## src/rtl/midi_pkg.sv

```systemverilog
// midi_pkg
// Shared definitions for the MIDI note transmitter:
//   MIDI_NOTE_ON / MIDI_NOTE_OFF : status byte high nibbles (channel is ORed in later)
//   tx_state_t                   : message FSM states (IDLE, OFF, ON)
//   midi_div()                   : clock cycles per MIDI bit, truncated
package midi_pkg;

    localparam logic [7:0] MIDI_NOTE_ON  = 8'h90;
    localparam logic [7:0] MIDI_NOTE_OFF = 8'h80;

    typedef enum logic [1:0] {
        IDLE,
        OFF,
        ON
    } tx_state_t;

    function automatic int midi_div(input int f_clk, input int baud);
        return f_clk / baud;
    endfunction

endpackage

```

## src/rtl/midi_note_tx_if.sv

```systemverilog
// midi_note_tx_if
// Bundles the note-detector side and the serial side of the MIDI transmitter.
//   midi[6:0] : note number (don't-care while note_on is low)
//   note_on   : a note is present
//   tx        : MIDI serial line, idle high
//   busy      : a message (or Off/On pair) is on the wire
// master drives the note inputs and watches the line; slave is the transmitter.
interface midi_note_tx_if;
    import midi_pkg::*;

    logic [6:0] midi;
    logic       note_on;
    logic       tx;
    logic       busy;

    modport master (output midi, output note_on, input tx, input busy);
    modport slave  (input midi, input note_on, output tx, output busy);

endinterface

```

## src/rtl/midi_note_tx_uart_tx.sv

```systemverilog
// uart_tx
// 8N1 byte serialiser, LSB first, each bit held DIV clocks.
//   clk, reset : clock and synchronous active-high reset
//   data[7:0]  : byte to send, taken when valid is accepted
//   valid      : request to send data
//   ready      : pulses in the last cycle of a stop bit
//   tx         : serial line, idle high
// A byte offered while ready is high starts straight after the stop bit, so
// a caller that keeps valid up on ready gets back-to-back frames.
module uart_tx
    import midi_pkg::*;
#(
    parameter int DIV = 384
) (
    input  logic       clk,
    input  logic       reset,
    input  logic [7:0] data,
    input  logic       valid,
    output logic       ready,
    output logic       tx
);

    localparam int CNT_W = (DIV > 1) ? $clog2(DIV) : 1;
    localparam logic [CNT_W-1:0] CNT_LAST = CNT_W'(DIV - 1);

    logic [CNT_W-1:0] cnt_q, cnt_d;
    logic [3:0]       bitIdx_q, bitIdx_d;
    logic [7:0]       data_q, data_d;
    logic             active_q, active_d;
    logic             tx_q, tx_d;
    logic             load;

    assign ready = active_q && (bitIdx_q == 4'd9) && (cnt_q == CNT_LAST);
    assign load  = valid && (!active_q || ready);
    assign tx    = tx_q;

    // Frame sequencing: bitIdx 0 is the start bit, 1..8 the data bits and 9 the
    // stop bit. The line value for the next bit is registered at the bit boundary
    // so tx is a clean flop output.
    always_comb begin
        cnt_d    = cnt_q;
        bitIdx_d = bitIdx_q;
        data_d   = data_q;
        active_d = active_q;
        tx_d     = tx_q;
        if (load) begin
            active_d = 1'b1;
            data_d   = data;
            bitIdx_d = 4'd0;
            cnt_d    = '0;
            tx_d     = 1'b0;
        end else if (active_q) begin
            if (cnt_q == CNT_LAST) begin
                cnt_d = '0;
                if (bitIdx_q == 4'd9) begin
                    active_d = 1'b0;
                    tx_d     = 1'b1;
                end else begin
                    bitIdx_d = bitIdx_q + 4'd1;
                    tx_d     = (bitIdx_q == 4'd8) ? 1'b1 : data_q[bitIdx_q[2:0]];
                end
            end else begin
                cnt_d = cnt_q + CNT_W'(1);
            end
        end
    end

    // State registers; reset abandons any frame and returns the line to idle.
    always_ff @(posedge clk) begin
        if (reset) begin
            cnt_q    <= '0;
            bitIdx_q <= 4'd0;
            data_q   <= 8'd0;
            active_q <= 1'b0;
            tx_q     <= 1'b1;
        end else begin
            cnt_q    <= cnt_d;
            bitIdx_q <= bitIdx_d;
            data_q   <= data_d;
            active_q <= active_d;
            tx_q     <= tx_d;
        end
    end

endmodule

```

## src/rtl/midi_note_tx.sv

```systemverilog
// midi_note_tx
// Turns note-state changes from the note detector into MIDI Note On / Note Off
// messages on a single serial pin.
//   clk, reset : clock and synchronous active-high reset
//   bus        : slave side of midi_note_tx_if (midi, note_on in; tx, busy out)
// Parameters: F_CLK / BAUD set the bit period, CHANNEL is ORed into the status
// nibble, VELOCITY is the Note On velocity. Changes seen while a message is in
// flight are not queued; only the input value at the next idle sample counts.
module midi_note_tx
    import midi_pkg::*;
#(
    parameter int F_CLK    = 12_000_000,
    parameter int BAUD     = 31_250,
    parameter int CHANNEL  = 0,
    parameter int VELOCITY = 100
) (
    input  logic           clk,
    input  logic           reset,
    midi_note_tx_if.slave  bus
);

    localparam int DIV = midi_div(F_CLK, BAUD);

    tx_state_t  state_q, state_d;
    logic [1:0] byteIdx_q, byteIdx_d;
    logic       launched_q, launched_d;
    logic       pair_q, pair_d;
    logic [6:0] offNote_q, offNote_d;
    logic [6:0] onNote_q, onNote_d;
    logic       rep_on_q, rep_on_d;
    logic [6:0] rep_note_q, rep_note_d;
    logic       noteOnIn_q;
    logic [6:0] midiIn_q;

    logic       needOff, needOn;
    logic       uartValid, uartReady;
    logic [7:0] uartData;

    function automatic logic [7:0] msgByte(input tx_state_t st, input logic [1:0] idx,
                                           input logic [6:0] note);
        logic [7:0] b;
        case (idx)
            2'd0:    b = ((st == ON) ? MIDI_NOTE_ON : MIDI_NOTE_OFF) | 8'(CHANNEL % 16);
            2'd1:    b = {1'b0, note};
            default: b = (st == ON) ? 8'(VELOCITY) : 8'h00;
        endcase
        return b;
    endfunction

    // The short-circuit forms keep an undriven midi (note_on low) out of the decision.
    assign needOff = noteOnIn_q ? (rep_on_q && (midiIn_q != rep_note_q)) : rep_on_q;
    assign needOn  = noteOnIn_q && (!rep_on_q || (midiIn_q != rep_note_q));

    // Message FSM. launched_q marks that the current state's bytes are on the wire;
    // the first byte is handed over while the serialiser is idle, every later byte
    // (including the On of an Off/On pair) in the ready cycle of the previous stop
    // bit, which keeps the frames contiguous. The reported note state is committed
    // when a message is decided, not when it finishes.
    always_comb begin
        state_d    = state_q;
        byteIdx_d  = byteIdx_q;
        launched_d = launched_q;
        pair_d     = pair_q;
        offNote_d  = offNote_q;
        onNote_d   = onNote_q;
        rep_on_d   = rep_on_q;
        rep_note_d = rep_note_q;
        uartValid  = 1'b0;
        uartData   = msgByte(state_q, byteIdx_q, (state_q == ON) ? onNote_q : offNote_q);
        case (state_q)
            IDLE: begin
                if (needOff || needOn) begin
                    state_d    = needOff ? OFF : ON;
                    byteIdx_d  = 2'd0;
                    launched_d = 1'b0;
                    pair_d     = needOff && needOn;
                    offNote_d  = rep_note_q;
                    rep_on_d   = needOn;
                    if (needOn) begin
                        onNote_d   = midiIn_q;
                        rep_note_d = midiIn_q;
                    end
                end
            end
            OFF, ON: begin
                if (!launched_q) begin
                    uartValid  = 1'b1;
                    launched_d = 1'b1;
                end else if (uartReady) begin
                    if (byteIdx_q != 2'd2) begin
                        uartValid = 1'b1;
                        uartData  = msgByte(state_q, byteIdx_q + 2'd1,
                                            (state_q == ON) ? onNote_q : offNote_q);
                        byteIdx_d = byteIdx_q + 2'd1;
                    end else if ((state_q == OFF) && pair_q) begin
                        uartValid = 1'b1;
                        uartData  = msgByte(ON, 2'd0, onNote_q);
                        state_d   = ON;
                        byteIdx_d = 2'd0;
                        pair_d    = 1'b0;
                    end else begin
                        state_d    = IDLE;
                        byteIdx_d  = 2'd0;
                        launched_d = 1'b0;
                    end
                end
            end
            default: state_d = IDLE;
        endcase
    end

    // Registers. The inputs are registered once so the comparator sees stable
    // values; reset forgets any sounding note without sending its Note Off.
    always_ff @(posedge clk) begin
        if (reset) begin
            state_q    <= IDLE;
            byteIdx_q  <= 2'd0;
            launched_q <= 1'b0;
            pair_q     <= 1'b0;
            offNote_q  <= 7'd0;
            onNote_q   <= 7'd0;
            rep_on_q   <= 1'b0;
            rep_note_q <= 7'd0;
            noteOnIn_q <= 1'b0;
            midiIn_q   <= 7'd0;
        end else begin
            state_q    <= state_d;
            byteIdx_q  <= byteIdx_d;
            launched_q <= launched_d;
            pair_q     <= pair_d;
            offNote_q  <= offNote_d;
            onNote_q   <= onNote_d;
            rep_on_q   <= rep_on_d;
            rep_note_q <= rep_note_d;
            noteOnIn_q <= bus.note_on;
            midiIn_q   <= bus.midi;
        end
    end

    assign bus.busy = launched_q;

    uart_tx #(.DIV(DIV)) u_uart (
        .clk   (clk),
        .reset (reset),
        .data  (uartData),
        .valid (uartValid),
        .ready (uartReady),
        .tx    (bus.tx)
    );

endmodule

```

## src/flat_wrapper.sv

```systemverilog
// flat-port wrapper written by rule: the top's interface ports become plain ports
module midi_note_tx_flat import midi_pkg::*;
#(
    parameter int F_CLK    = 12_000_000,
    parameter int BAUD     = 31_250,
    parameter int CHANNEL  = 0,
    parameter int VELOCITY = 100
)
  (clk, reset, bus_midi, bus_note_on, bus_tx, bus_busy);
  midi_note_tx_if bus_i ();
  input  logic clk;
  input  logic reset;
  input wire logic [$bits(bus_i.midi)-1:0] bus_midi;
  input wire logic [$bits(bus_i.note_on)-1:0] bus_note_on;
  output wire logic [$bits(bus_i.tx)-1:0] bus_tx;
  output wire logic [$bits(bus_i.busy)-1:0] bus_busy;
  assign bus_i.midi = bus_midi;
  assign bus_i.note_on = bus_note_on;
  assign bus_tx = bus_i.tx;
  assign bus_busy = bus_i.busy;
  midi_note_tx #(.F_CLK(F_CLK), .BAUD(BAUD), .CHANNEL(CHANNEL), .VELOCITY(VELOCITY)) u_core (.clk(clk), .reset(reset), .bus(bus_i));
endmodule
```

## config.mk

```make
export PLATFORM = sky130hd
export DESIGN_NAME = midi_note_tx_flat
export DESIGN_NICKNAME = d
export VERILOG_FILES = /design/src/rtl/midi_pkg.sv /design/src/rtl/midi_note_tx_if.sv /design/src/rtl/midi_note_tx_uart_tx.sv /design/src/rtl/midi_note_tx.sv /design/src/flat_wrapper.sv
export SDC_FILE = /design/constraint.sdc
export NUM_CORES = 1
export LEC_CHECK = 0
export ABC_AREA = 0
export CAP_MARGIN = 20
export CELL_PAD_IN_SITES_DETAIL_PLACEMENT = 0
export CELL_PAD_IN_SITES_GLOBAL_PLACEMENT = 1
export CORE_ASPECT_RATIO = 0.8
export CORE_UTILIZATION = 51
export DETAILED_ROUTE_END_ITERATION = 12
export PLACE_DENSITY_LB_ADDON = 0.1
export SYNTH_ARGS = -nofsm -noshare
export SYNTH_HDL_FRONTEND = slang
export SYNTH_SLANG_ARGS = --single-unit
```

## constraint.sdc

```tcl
create_clock -name clk -period 3.6 [get_ports clk]
set_clock_uncertainty 0.1 [all_clocks]
set_input_delay 0.54 -clock clk [delete_from_list [all_inputs] [get_ports clk]]
set_output_delay 0.54 -clock clk [all_outputs]
set_load 0.02 [all_outputs]
```

-- Word level (Yosys, flattened, before mapping)
Cells that the tools add are included.
- flip-flop bits (word level): 52
- bits of input ports: 10
- output and inout port bits: 2
- word-level logic and storage cells: 111
- add/sub/neg operators: 3
- order comparisons: 1
- equality and inequality tests: 14
- multiplexer cells: 50
- bitwise operators: 1
- reductions and logical operators: 28
- operators by type and width (kind ; count):
    8-bit 2-to-1 mux ; 5
    8-bit case mux with 2 select lines ; 2
    1-bit 2-to-1 mux ; 24
    2-bit 2-to-1 mux ; 10
    7-bit 2-to-1 mux ; 2
    9-bit by 1-bit adder with 9-bit output, second input constant ; 1
    9-bit equality test, second input constant ; 1
    9-bit 2-to-1 mux ; 1
    4-bit equality test, second input constant ; 2
    2-bit case mux with 2 select lines ; 2
    4-bit AND reduction ; 2
    1-bit logical AND ; 7
    7-bit inequality test ; 1
    2-bit by 1-bit equality test with 1-bit output, second input constant ; 3
    2-bit logical NOT ; 3
    2-bit by 1-bit inequality test with 1-bit output, second input constant ; 3
    2-bit inequality test, second input constant ; 3
    2-bit AND reduction ; 3
    3-bit AND reduction ; 2
    6-bit AND reduction ; 1
    2-bit nonzero test ; 3
    5-bit 2-to-1 mux ; 1
    4-bit by 1-bit adder with 4-bit output, second input constant ; 1
    3-bit by 4-bit less-than comparator with 1-bit output, second input constant ; 1
    8 further kinds ; 13

-- Logic depth before layout (Yosys ltp)
Gate-level depths: netlist of the first run.
- word-level depth: 10
- depth in mapped cells: 8
- depth with buffers taken out: 7

-- Cells and area by module
A second synthesis of the first run with hierarchy kept.
- cells, all modules: 286
- area total of the unflattened synthesis: 2693.8 µm²
- by module, submodules not included (module ; instances ; cells an instance ; area each (µm²) ; seq. area each (µm²)):
    midi_note_tx ; 1 ; 171 ; 1584.0 ; 580.6
    uart_tx ; 1 ; 115 ; 1109.8 ; 460.4

-- Worst setup path after synthesis of the first run
No wires, ideal clock.
- path type: register to register
- from: reg u_core.u_uart.bitIdx_q[0]
- to: reg u_core.u_uart.data_q[2]
- arrival: 1.901 ns
- required time: 3.378 ns
- path slack: 1.477 ns
- stages on the path, launching flop included: 8
- path through: dfxtp_1 ha_1 nand4b_1 or4_1 buf_2 o21ai_2 a211oi_2 a221o_1
- longest elaborated chain between the ends: 7
- elaborated cells between the ends (all ways): 11
- those cells by class: 1 x eq/ne; 6 x mux; 4 x reduce/logical
- RTL lines (element ; RTL line ; text):
    start: declaration ; midi_note_tx_uart_tx.sv:27 ; logic [3:0] bitIdx_q, bitIdx_d;
    start signal: assignment ; midi_note_tx_uart_tx.sv:78 ; bitIdx_q <= bitIdx_d;
    4-bit equality test * ; midi_note_tx_uart_tx.sv:33 ; assign ready = active_q && (bitIdx_q == 4'd9) && (cnt_q == CNT_LAST);
    1-bit logical AND * (2 in series) ; midi_note_tx_uart_tx.sv:33 ;
    1-bit 2-to-1 mux ; midi_note_tx.sv:89 ; end else if (uartReady) begin
    1-bit 2-to-1 mux ; midi_note_tx.sv:86 ; if (!launched_q) begin
    1-bit 2-to-1 mux ; midi_note_tx.sv:70 ; case (state_q)
    1-bit logical AND ; midi_note_tx_uart_tx.sv:34 ; assign load = valid && (!active_q || ready);
    end signal: assignment ; midi_note_tx_uart_tx.sv:79 ; data_q <= data_d;
    end: declaration ; midi_note_tx_uart_tx.sv:28 ; logic [7:0] data_q, data_d;
Mark *: on every way between the ends. The rest lies on a longest branch, timed or not.
A chain may end at the register's enable or synchronous reset.

-- Worst setup path in the final report of the first run
- from: reg u_core.u_uart.cnt_q[0]
- to: reg u_core.u_uart.data_q[2]
- longest elaborated chain between the ends: 6
- elaborated cells between the ends (all ways): 10
- those cells by class: 1 x eq/ne; 6 x mux; 3 x reduce/logical
- RTL lines (element ; RTL line ; text):
    start: declaration ; midi_note_tx_uart_tx.sv:26 ; logic [CNT_W-1:0] cnt_q, cnt_d;
    start signal: assignment ; midi_note_tx_uart_tx.sv:77 ; cnt_q <= cnt_d;
    9-bit equality test * ; midi_note_tx_uart_tx.sv:33 ;
    1-bit logical AND * ; midi_note_tx_uart_tx.sv:33 ;
    1-bit 2-to-1 mux ; midi_note_tx.sv:89 ;
    1-bit 2-to-1 mux ; midi_note_tx.sv:86 ;
    1-bit 2-to-1 mux ; midi_note_tx.sv:70 ;
    1-bit logical AND ; midi_note_tx_uart_tx.sv:34 ;
Marked as above.

==> results.ini, run 1 <==
[clocking]
cts_resized=0
ctsRootBufferMaster=clkbuf_8
cts.sinks=52
cts_hold_buf=0
clk_pin_slew_ns=0.10
cts_buffers=5
htreeDepth=2
clk_path_buf_depth=2
cts_tree=yes
clk_latency_ns=0.32
cts_setup_buffers=0

[layout]
antenna_cells=0
postLayoutCellArea_sq_um=2980
fill_cells=457
layout_common_cells=dfxtp_1 (52), nor2_1 (27), nand2_1 (16), a21oi_1 (15), ha_1 (15)
seq_area_sq_um=1040
drive_above_1_share=0.109
finalNetCount=317
areaGrowthSynthToFinish_pct=9.78
multi_input_area_sq_um=1580
layout_commonest_cell=dfxtp_1

[global_route]
antenna_found_initial=0
grt_pass1_vias=1816
overflow=0
gr-usage-all-layers=0.206
grt_max_degree=22
grt_pass1_wl_um=9030

[sta]
hold_viol_final=0
post-route-period-util=0.669
slew_viol_final=0
worstMarginPinSlew_ns=0.662
fin_setup_tns_ns=0
setup_viol=0
maxSlewHeadroom=0.553
period_needed_ns=2.41
rsz0062_at_grt=false
fin_ws_ns=1.19
fmax_mhz=415

[die]
dieArea_sq_um=5610
die_h_um=67.2
rows=23
io_pins=12
coreArea_sq_um=5060
die_w_um=83.5
initial_core_util=0.535

[drt]
vias_per_cell=5.62
ant_nets=0
wl_um=5250
drcViolationCount=0
dr.first_iter.drc_count=101
dr_total_vias=1995
avgRoutedWirePerCell_um=14.8
drt_pass1_iterations=4

[setup_path]
worstSetupStartpointType=flip-flop
crit_arrival_ns=2.52
cp.required_ns=3.71
cp_cell_sequence=ha_1 > nand4b_1 > or4_1 > o21ai_2 > a211oi_2 > a221o_1
crit_slowest_cell=or4_1
critPathMaxStageDelay_ns=0.69
critical_path.top_delay_family=simple AND/OR/NAND/NOR gates
crit_buf_inv=0
cp_max_fo=8
cp-end-kind=flip-flop
crit_type=reg -> reg

[outcome]
status=finished, final reports clean

[logic_synthesis]
synthArstFlopShare=0
syn_inst=284
synth-seq-cells=52
synth.distinct_cells=54
synth_flop_cell=dfxtp_1
synth.yosys.seq_area_share=0.384
synth_warnings=0
avgSynthCellArea_sq_um=9.55
syn_area_sq_um=2710
synth-edff-count=0
synth_nets=309

[worst_hold_path]
worst_hold_path_type=reg -> reg

[power]
power_density_nw_per_um2=542
vdd_drop_max_mv=0.356
power_leakage_nw=1.15

[placed_design]
dpl_worst_slack_ns=1.18
gp_congestion=0.769
place_hpwl_um=3940
placed_area_sq_um=2870
io_buffers=11

[job]
maxCapViolCount=0

## synthesized netlist by cell type (2+ instances only)
cell | number | area share
a22oi_1 | 2 | 0.0055
a22o_1 | 4 | 0.013
inv_1 | 11 | 0.015
mux4_2 | 2 | 0.017
nand3b_1 | 2 | 0.0055
xnor2_1 | 6 | 0.019
a21oi_1 | 15 | 0.028
xor2_1 | 12 | 0.039
nor3_1 | 7 | 0.013
a221o_1 | 3 | 0.011
nand3_1 | 7 | 0.013
nand4_1 | 7 | 0.016
nand2_1 | 16 | 0.022
nor3_2 | 2 | 0.0074
dfxtp_1 | 52 | 0.38
o21bai_1 | 2 | 0.0055
clkbuf_1 | 9 | 0.012
o21ai_0 | 5 | 0.0092
nor2b_1 | 11 | 0.025
buf_2 | 3 | 0.0055
mux2i_1 | 14 | 0.052
a211oi_1 | 3 | 0.0083
nor4_1 | 3 | 0.0069
a21o_1 | 3 | 0.0083
o2111ai_1 | 2 | 0.0065
o21ai_2 | 2 | 0.0065
mux2_2 | 9 | 0.037
a31oi_1 | 2 | 0.0046
ha_1 | 15 | 0.069
nor2_1 | 27 | 0.037
nand4b_1 | 3 | 0.0097
## power breakdown
group,leakage [nW],switching (mW),internal (mW)
sequential,0.423,0.0600,0.625
clock,0.0558,0.199,0.210
combinational,0.669,0.300,0.218
## metrics by stage
stage          hold slack, ns  total power [mW]  utilization  std cells
2_1_floorplan           0.344              1.09            -        284
3_5_place_dp            0.374              1.21        0.566        347
3_3_place_gp            0.364              1.22        0.566        347
6_report                0.388              1.61        0.588        355
5_1_grt                 0.406              1.71        0.588        355
4_1_cts                 0.388              1.62        0.588        355
## final timing paths
path	start	to	slack, ns	cells past startpoint
worst min-delay path	u_core.midiIn_q[4]	u_core.onNote_q[4]	0.39	2
worst max-delay path	u_core.u_uart.cnt_q[0]	u_core.u_uart.data_q[2]	1.19	6
worst max register to register	u_core.u_uart.cnt_q[0]	u_core.u_uart.data_q[2]	1.19	6
worst min register to register	u_core.midiIn_q[4]	u_core.onNote_q[4]	0.39	2
## flip-flops by register name, summed over array words and instances (netlist names)
signal and flops:
u_core.bus.busy 1, u_core.byteIdx_q 2, u_core.midiIn_q 7, u_core.noteOnIn_q 1, u_core.offNote_q 7, u_core.onNote_q 7
u_core.pair_q 1, u_core.rep_on_q 1, u_core.state_q 2, u_core.u_uart.active_q 1, u_core.u_uart.bitIdx_q 4, u_core.u_uart.cnt_q 9
u_core.u_uart.data_q 8, u_core.u_uart.tx 1
## final cells by class
| type | instances | area share |
|---|---|---|
| Multi-Input combinational cell | 209 | 0.531 |
| Clock buffer | 6 | 0.0244 |
| Tap cell | 62 | 0.0261 |
| Sequential cell | 52 | 0.350 |
| Clock inverter | 2 | 0.0130 |
| Inverter | 11 | 0.0139 |
| Timing Repair Buffer | 13 | 0.0420 |
## cells by family after synthesis
group,synth area share
AO/OA/AOI/OAI,0.154
XOR/XNOR,0.0581
adder cells (fa/ha/maj),0.0692
buffers and inverters,0.0332
flip-flops,0.384
multiplexers,0.110
AND/OR/NAND/NOR,0.192
## worst min-delay path, cell delays in order, from the launching register on
cell	delay [ns]
dfxtp_1	0.33
nand3_1	0.07
a21oi_1	0.05
## routing by layer
| metal | vias up | track usage | wire length [um] |
|---|---|---|---|
| met2 | 33 | 0.278 | 2000 |
| met3 | 7 | 0.0403 | 170 |
| li1 | 1038 | - | - |
| met4 | 0 | 0.0699 | 78 |
| met5 | - | 0 | 0 |
| met1 | 917 | 0.323 | 3000 |
Power figures use the tool's default switching activity.
==> run 2: changes to the inputs <==
--- a/config.mk
+++ b/config.mk
@@ -10,7 +10,7 @@
 export CELL_PAD_IN_SITES_DETAIL_PLACEMENT = 0
 export CELL_PAD_IN_SITES_GLOBAL_PLACEMENT = 1
 export CORE_ASPECT_RATIO = 0.8
-export CORE_UTILIZATION = 51
+export CORE_UTILIZATION = 47
 export DETAILED_ROUTE_END_ITERATION = 12
 export PLACE_DENSITY_LB_ADDON = 0.1
 export SYNTH_ARGS = -nofsm -noshare
==> constraint.sdc (replaced) <==
create_clock -name clk -period 2.4 [get_ports clk]
set_clock_uncertainty 0.1 [all_clocks]
set_input_delay 0.36 -clock clk [delete_from_list [all_inputs] [get_ports clk]]
set_output_delay 0.36 -clock clk [all_outputs]
set_load 0.02 [all_outputs]
==> results.ini, run 2 (synthesis gave the netlist of run 1 again) <==
[drt]
avgRoutedWirePerCell_um=14.4  ; -2.6%
wl_um=5520  ; +5.1%
ant_nets=0  ; unchanged
drt_pass1_iterations=4  ; unchanged
dr.first_iter.drc_count=112  ; +11%
drcViolationCount=0  ; unchanged
dr_total_vias=2077  ; +4.1%
vias_per_cell=5.42  ; -3.5%

[clocking]
clk_latency_ns=0.31  ; about the same
clk_path_buf_depth=2  ; unchanged
cts_tree=yes
cts_buffers=5  ; unchanged
ctsRootBufferMaster=clkbuf_8
cts.sinks=52  ; unchanged
clk_pin_slew_ns=0.10  ; about the same
htreeDepth=2  ; unchanged

[job]
maxCapViolCount=0  ; unchanged

[sta]
period_needed_ns=2.25  ; -0.160 ns
hold_viol_final=0  ; unchanged
fin_setup_tns_ns=0  ; unchanged
worstMarginPinSlew_ns=0.604  ; -0.0576 ns
slew_viol_final=0  ; unchanged
setup_viol=0  ; unchanged
rsz0062_at_grt=false
maxSlewHeadroom=0.597  ; +0.0442
post-route-period-util=0.937  ; +0.268
fmax_mhz=445  ; +7.1%

[outcome]
status=finished, final reports clean

[placed_design]
place_hpwl_um=4150  ; +5.4%
placed_area_sq_um=2970  ; +3.6%
io_buffers=11  ; unchanged
gp_congestion=0.759  ; -1.3%

[global_route]
antenna_found_initial=0  ; unchanged
grt_max_degree=21  ; -4.5%
grt_pass1_vias=1951  ; +7.4%
overflow=0  ; unchanged
gr-usage-all-layers=0.204  ; -0.00251
grt_pass1_wl_um=9710  ; +7.6%

[layout]
areaGrowthSynthToFinish_pct=13.8
layout_commonest_cell=dfxtp_1
multi_input_area_sq_um=1600  ; +1.1%
finalNetCount=329  ; +3.8%
seq_area_sq_um=1040  ; unchanged
largest_register_ffs=9  ; unchanged
regMostFlops=u_core.u_uart.cnt_q
antenna_cells=0  ; unchanged
layout_common_cells=dfxtp_1 (52), nor2_1 (27), nand2_1 (16), a21oi_1 (15), ha_1 (15)
reg_top3=u_core.u_uart.cnt_q (9), u_core.u_uart.data_q (8)
postLayoutCellArea_sq_um=3090  ; +3.7%
fill_cells=503  ; +10%
drive_above_1_share=0.157  ; +0.0482

[die]
initial_core_util=0.493  ; -0.0419
dieArea_sq_um=6080  ; +8.3%
coreArea_sq_um=5500  ; +8.5%
rows=24  ; +4.3%
die_w_um=86.9  ; +4.1%
io_pins=12  ; unchanged
die_h_um=69.9  ; +4.0%

[power]
power_leakage_nw=1.20  ; +4.6%
vdd_drop_max_mv=0.377  ; +5.9%
power_density_nw_per_um2=777  ; +44%

[setup_path]
cp-end-kind=flip-flop
crit_arrival_ns=2.35  ; -0.17 ns
worstSetupStartpointType=flip-flop
crit_type=reg -> reg
cp.required_ns=2.50  ; -1.21 ns
cp_max_fo=8  ; unchanged

[worst_hold_path]
worst_hold_path_type=reg -> reg

## run 2: worst paths after layout
check	cells after the start	from	endpoint	slack (ns)
min	2	u_core.u_uart.data_q[7]	u_core.u_uart.data_q[7]	0.39
max reg2reg	7	u_core.state_q[0]	u_core.pair_q	0.15
min reg2reg	2	u_core.u_uart.data_q[7]	u_core.u_uart.data_q[7]	0.39
max	7	u_core.state_q[0]	u_core.pair_q	0.15
## run 2: through the flow
stage / hold WS (ns) / std cells / utilization / setup slack, ns / total power [mW]
global route: 0.427 / 383 / 0.562 / 0.00115 / 2.56
finish: 0.391 / 383 / 0.562 / 0.152 / 2.40
global placement: 0.366 / 374 / 0.540 / 0.198 / 1.87
CTS: 0.393 / 382 / 0.557 / 0.0662 / 2.40
floorplan: 0.344 / 284 / - / 0.277 / 1.64
detailed placement: 0.375 / 374 / 0.540 / 0.0819 / 1.87
## run 2: report_power, final
group | total (mW) | switching, mW | internal, mW
logic | 0.850 | 0.487 | 0.363
registers | 1.01 | 0.0724 | 0.938
clock network | 0.540 | 0.326 | 0.214
total | 2.40 | 0.886 | 1.51
## run 2: routing by layer
layer  part of all wire  vias to the layer above  track usage
met4             0.0045                        0       0.0389
met3              0.029                        2       0.0355
met5                  0                        -            0
li1                   -                     1059            -
met1               0.57                      989        0.338
met2               0.40                       27        0.270
## run 2: timing repair
action / CTS / global route
gates resized for setup: 0 / 4
setup buffers: 0 / 1
hold buffers: 0 / 0
endpoints found under the setup margin: 0 / 22
## run 2: layout make-up
class	count	area share
Clock buffer	5	0.0223
Sequential cell	52	0.337
Multi-Input combinational cell	209	0.518
Inverter	11	0.0134
Clock inverter	3	0.00811
Tap cell	78	0.0316
Timing Repair Buffer	25	0.0697
## run 2: critical path, cell delays in order, from the launching register on
cell	delay [ns]
dfxtp_1	0.36
inv_1	0.11
ha_1	0.35
nand3_1	0.12
nor4_1	0.32
a22oi_1	0.29
o21ai_1	0.16
mux2_1	0.33
